$ cat config.mk
export PLATFORM = sky130hd
export DESIGN_NAME = toggle_gen_bank
export DESIGN_NICKNAME = d
export VERILOG_FILES = /design/src/rtl/toggle_gen_bank.sv
export SDC_FILE = /design/constraint.sdc
export NUM_CORES = 1
export LEC_CHECK = 0
export CORE_ASPECT_RATIO = 2
export CORE_MARGIN = 2
export CORE_UTILIZATION = 60
export DETAILED_ROUTE_END_ITERATION = 16
export PLACE_DENSITY_LB_ADDON = 0.08
export SLEW_MARGIN = 20
export SYNTH_ARGS = -nofsm -noshare
export SYNTH_HDL_FRONTEND = slang
export SYNTH_SLANG_ARGS = --single-unit
$ cat constraint.sdc
create_clock -name clk -period 3.7 [get_ports clk]
set_clock_uncertainty 0.15 [all_clocks]
set_input_delay 0.74 -clock clk [delete_from_list [all_inputs] [get_ports clk]]
set_output_delay 0.74 -clock clk [all_outputs]
set_load 0.05 [all_outputs]
$ cat src/rtl/toggle_gen_bank.sv
// Bank of CH independent programmable toggle generators. Each channel divides
// the clock by its divide register and toggles its output on every expiry.
module toggle_gen_bank #(
  parameter int CH    = 4,
  parameter int CNT_W = 16,
  parameter int CH_W  = 2
) (
  input  logic             clk,
  input  logic             reset,
  input  logic             cfg_we,
  input  logic [CH_W-1:0]  cfg_ch,
  input  logic [CNT_W-1:0] cfg_div,
  input  logic             cfg_oneshot,
  input  logic [CH-1:0]    start,
  input  logic [CH-1:0]    stop,
  input  logic [CH-1:0]    toggle_in,
  output logic [CH-1:0]    out,
  output logic [CH-1:0]    tick,
  output logic [CH-1:0]    busy
);

  for (genvar g = 0; g < CH; g++) begin : g_chan
    logic [CNT_W-1:0] r_div;
    logic [CNT_W-1:0] r_cnt;
    logic             r_oneshot;
    logic             r_run;
    logic             r_out;
    logic             r_tick;
    logic             w_cfgHit;
    logic             w_expire;

    // Addresses >= CH never match any generated channel, so they are ignored.
    assign w_cfgHit = cfg_we && (cfg_ch == CH_W'(g));
    assign w_expire = r_run && (r_cnt == '0) && !start[g] && !stop[g];

    // A direct toggle and an expiry each invert out, so XOR makes a
    // coincident pair cancel while tick and reload still happen.
    always_ff @(posedge clk) begin
      if (reset) begin
        r_div     <= '0;
        r_cnt     <= '0;
        r_oneshot <= 1'b0;
        r_run     <= 1'b0;
        r_out     <= 1'b0;
        r_tick    <= 1'b0;
      end else begin
        if (w_cfgHit) begin
          r_div     <= cfg_div;
          r_oneshot <= cfg_oneshot;
        end
        r_tick <= w_expire;
        r_out  <= r_out ^ toggle_in[g] ^ w_expire;
        if (stop[g]) begin
          r_run <= 1'b0;
        end else if (start[g]) begin
          r_run <= 1'b1;
          r_cnt <= r_div;
        end else if (w_expire) begin
          r_cnt <= r_div;
          if (r_oneshot) begin
            r_run <= 1'b0;
          end
        end else if (r_run) begin
          r_cnt <= r_cnt - CNT_W'(1);
        end
      end
    end

    assign out[g]  = r_out;
    assign tick[g] = r_tick;
    assign busy[g] = r_run;
  end

endmodule

### After elaboration in Yosys (flattened, before gate mapping)

Cells that the tools add are included.
Widths: inputs -> output; s select.

| storage, ports and cells | value |
|---|---|
| bits in read-only memories | 0 |
| logic and storage cells | 120 |
| register bits after elaboration | 144 |
| bits in writable memories | 0 |
| memories kept | 0 |
| latch bits | 0 |
| output and inout port bits | 12 |
| input port bits | 34 |

| operators by class | value |
|---|---|
| magnitude comparators | 0 |
| reduce and logical (&&, ||, !) cells | 53 |
| bitwise gates (word level) | 12 |
| muxes and demuxes | 24 |
| divide/modulo/power cells | 0 |
| $mul | 0 |
| add/sub/neg operators | 4 |
| eq/ne operators | 3 |
| shifts and indexed selects | 0 |

Operator list:

| cell | number |
|---|---|
| $mux 16 | 12 |
| $logic_not 16->1 | 4 |
| $sub 16x1->16 const B | 4 |
| $logic_and 1x1->1 | 16 |
| $reduce_and 2->1 | 8 |
| $reduce_bool 2->1 | 8 |
| $mux 1 | 12 |
| $reduce_bool 3->1 | 4 |
| $logic_not 1->1 | 8 |
| $reduce_or 2->1 | 4 |
| $xor 1x1->1 | 8 |
| $eq 2x2->1 const B | 2 |
| $not 1->1 | 4 |
| $eq 2x1->1 const B | 1 |
| $logic_not 2->1 | 1 |

### Logic depth before layout (Yosys ltp)

| depth | value |
|---|---|
| depth in word-level cells | 6 |
| gate-level depth with buffers | 8 |
| gate-level depth less buffers | 7 |

### Worst setup path after synthesis

Ideal clock, no wire load.

| timing path | value |
|---|---|
| kind | input to register |
| start | input stop[2] |
| end | register g_chan[2].r_cnt[11] |
| setup time | 122 ps |
| slack | 1,374 ps |
| stages | 5 |
| arrival | 2,055 ps |
| path buffers | 1 |
| cells stage by stage | nor4b_1 and4_1 a21oi_1 clkbuf_1 o311a_1 |

| on the way | value |
|---|---|
| longest elaborated chain between the ends | 4 |
| elaborated cells between the ends (all ways) | 7 |
| classes of those cells | mux: 2; bitwise: 1; reduce/logical: 4 |

Ends and longest elaborated chain:

| what | line | text |
|---|---|---|
| start: declaration | 15 | `input logic [CH-1:0] stop,` |
| $logic_not 1->1 | 34 | `assign w_expire = r_run && (r_cnt == '0) && !start[g] && !stop[g];` |
| $logic_and 1x1->1 | 34 |  |
| $reduce_bool 3->1 (no line) or $mux 16 (tied branches) | n/a |  |
| $reduce_and 2->1 (no line) or $mux 16 (tied branches) | n/a |  |
| end signal: assignment | 57 | `r_cnt <= r_div;` |
| end signal: assignment | 59 | `r_cnt <= r_div;` |
| end signal: assignment | 64 | `r_cnt <= r_cnt - CNT_W'(1);` |
| end: declaration | 24 | `logic [CNT_W-1:0] r_cnt;` |

Several ways; a longest one is shown, not always the timed one.
A chain may end at the register's enable or synchronous reset.

### Worst setup path in the final report

| timing path | value |
|---|---|
| start | register g_chan[3].r_cnt[4] |
| end | register g_chan[3].r_cnt[6] |

| on the way | value |
|---|---|
| longest elaborated chain between the ends | 6 |
| elaborated cells between the ends (all ways) | 10 |
| classes of those cells | add/sub: 1; mux: 3; reduce/logical: 6 |

Ends and longest elaborated chain:

| what | line |
|---|---|
| start: declaration | 24 |
| start signal: assignment | 57 |
| start signal: assignment | 59 |
| start signal: assignment | 64 |
| branches (longest 6 deep; another with $sub 16x1->16) | n/a |

Parallel ways; which one is timed is not known. The select of a mux whose other input is x is not followed.

==> impl_metrics.yaml <==
finish:
  n_antenna_cell: 0
  n_fill_cell: 957
  syn_to_final_growth_pct: 14.5
  finalNonFillerCells: 1102
  final_nets: 988
  final_common_cell: "nand2_1"
  fin_util: 0.706
  layout_common_cells: "171 x nand2_1, 144 x dfxtp_1, 110 x a21oi_1, 63 x nor2_1, 47 x nor3_1"
  drive_gt1_frac: 0.0669
synthesis:
  synth.distinct_cells: 75
  synthFlopType: "dfxtp_1"
  syn_area_sq_um: 7250
  synth_edf_count: 0
  seq_area_frac_synth: 0.397
  ys_seq_elements: 144
  yosys.area.top_type: "dfxtp_1"
  synth_fp_nets: 975
  avgSynthCellArea_sq_um: 7.77
  synthTopCellsByArea: "dfxtp_1 40%, nand2_1 8.8%, a21oi_1 7.6%"
  yosysWarnings: 0
  async_flop_share: 0
  synthCells: 933
  synth_top_area_frac: 0.397
clock_tree:
  cts_tree: "yes"
  ctsHoldBuffers: 0
  postCtsResizedCells: 0
  clkTransAtPathRegs_ps: 60
  cts.sinks: 144
  clock_latency_ps: 420
  clockBufferDepth: 2
  cts_buffers: 17
  h-tree-depth: 4
  cts_setup_buffers: 0
  root_buffer: "clkbuf_16"
global_route:
  antenna_found_initial: 0
  grt_pass1_vias: 6961
  grt_pass1_wl_mm: 34.1
  grt_start_max_net_pins: 69
  grt_overflow: 0
  grt_usage: 0.336
critical_path:
  reg2reg_slack_ps: 950
  worstSetupStartpointType: "flop"
  end_kind: "flop"
  cpPeakStageDelay_ps: 750
  arrival_ps: 2920
  crit_buf_inv: 0
  worstPathCellList: "nor3_1 -> nand4b_1 -> o21ai_1 -> o21ai_1 -> a221oi_1"
  crit_family: "compound AO/OA/AOI/OAI gates"
  cp_slowest_cell: "o21ai_1"
  crit_top_cell: "o21ai_1"
  critical_path_class: "flop to flop"
  cp.required_ps: 3870
  crit_fanout: 10
routing:
  avgRoutedWirePerCell_um: 19.1
  vias: 7122
  drtIter0Drc: 548
  wirelength_mm: 21.0
  first_pass_iters: 6
  drcViolationCount: 0
  ant_nets: 0
  avgViaCountPerCell: 6.46
placed_design:
  portBuffers: 45
  routabilityCongestion: 0.933
  placedCellCount: 1072
  post-dp-hpwl_mm: 14.7
timing:
  finalHoldViolations: 0
  rsz0062_at_grt: "no"
  fin_crit_sh: 0.742
  slew_viol_final: 0
  fmax_mhz: 364
  worst_pin_slew_ps: 935
  finalSetupTns_ps: 0
  fin_crit_ps: 2750
  relSlewSlack: 0.371
  setup_viol: 0
floorplan:
  die-area_sq_um: 13000
  core.rowCount: 56
  die_w_um: 81.7
  ios: 46
  fp.dieH_um: 159
  fp.coreArea_sq_um: 11800
  initial_core_util: 0.616
pwr:
  leakagePower_uw: 0.00301
  max-vdd-ir-drop_mv: 0.395
  power_density_nw_per_um2: 526
min_path:
  hold_class: "flop to flop"
job:
  maxCapViolCount: 0
run_status:
  status: "finished clean"
[layer usage]
metal | routed length, um | share of wire | global-route usage | vias up
li1 | - | - | - | 3401
met3 | 1230 | 0.059 | 0.0726 | 61
met1 | 7780 | 0.37 | 0.367 | 3350
met4 | 864 | 0.041 | 0.163 | 0
met5 | 0 | 0 | 0 | -
met2 | 11200 | 0.53 | 0.589 | 310
[cells by family after synthesis]
group	Yosys count	synth area share
AND/OR/NAND/NOR	405	0.269
AO/OA/AOI/OAI	243	0.218
flip-flops	144	0.397
buffers and inverters	103	0.0609
multiplexers	22	0.0312
XOR/XNOR	8	0.00966
adder cells (fa/ha/maj)	8	0.0138
[power breakdown]
group / internal (uW) / switching, uW
Clock: 1120 / 656
Sequential: 1640 / 86.7
Combinational: 332 / 538
[registers in the layout, indices dropped and copies added, names as in the netlist]
name,flops
g_chan.r_cnt,64
g_chan.r_div,64
g_chan.r_run,4
g_chan.r_tick,4
g_chan.r_out,4
g_chan.r_oneshot,4
[cell type report]
type | instances | area, sq um | share of cell area
tap | 145 | 181 | 0.0218
clock inverter | 10 | 163 | 0.0196
timing repair buffer | 63 | 583 | 0.0702
sequential | 144 | 2880 | 0.347
multi-input combinational | 686 | 3930 | 0.473
clock buffer | 20 | 437 | 0.0526
inverter | 34 | 128 | 0.0154
[final timing paths]
path	cells after the start	to	startpoint
max	5	g_chan[3].r_cnt[6]	g_chan[3].r_cnt[4]
min	1	g_chan[0].r_run	g_chan[0].r_oneshot
max reg2reg	5	g_chan[3].r_cnt[6]	g_chan[3].r_cnt[4]
min reg2reg	1	g_chan[0].r_run	g_chan[0].r_oneshot
[worst register-to-register path, cell delays in order (launching register included)]
cell      delay, ps
dfxtp_1         340
nor3_1          500
nand4b_1        450
o21ai_1         750
o21ai_1         160
a221oi_1        310
[stage by stage]
step                setup slack [ps]  power, uW  instance area, sq um  hold WS (ps)
CTS                             1010       4370                  8310           288
global route                     711       4540                  8310           305
finish                           953       4370                  8310           286
detailed placement               677       2600                  7710           281
floorplan                       1370       2350                  7250           258
global placement                 790       2580                  7710           286
[synth_stat cells (4+ instances only)]
cell type,n
nand2_1,171
dfxtp_1,144
a21oi_1,110
nor2_1,63
clkbuf_1,49
nor3_1,47
inv_1,30
nand3_1,24
o32ai_1,18
mux2i_1,17
nor4_1,16
nand4_1,15
buf_4,12
o211ai_1,12
o21ai_0,12
o21ai_1,12
ha_1,8
o22ai_1,8
a211oi_1,7
and3_1,7
or3_1,7
a31oi_1,6
a32o_1,6
nand3b_1,6
or4_1,6
a32oi_1,5
buf_1,5
mux2_1,5
nor3b_1,5
o221ai_1,5
o311a_1,5
or2_1,5
or2_2,5
xnor2_1,5
a221oi_1,4
nor2b_1,4
nor4b_1,4
No activity file was read; power rests on OpenSTA's default activity.
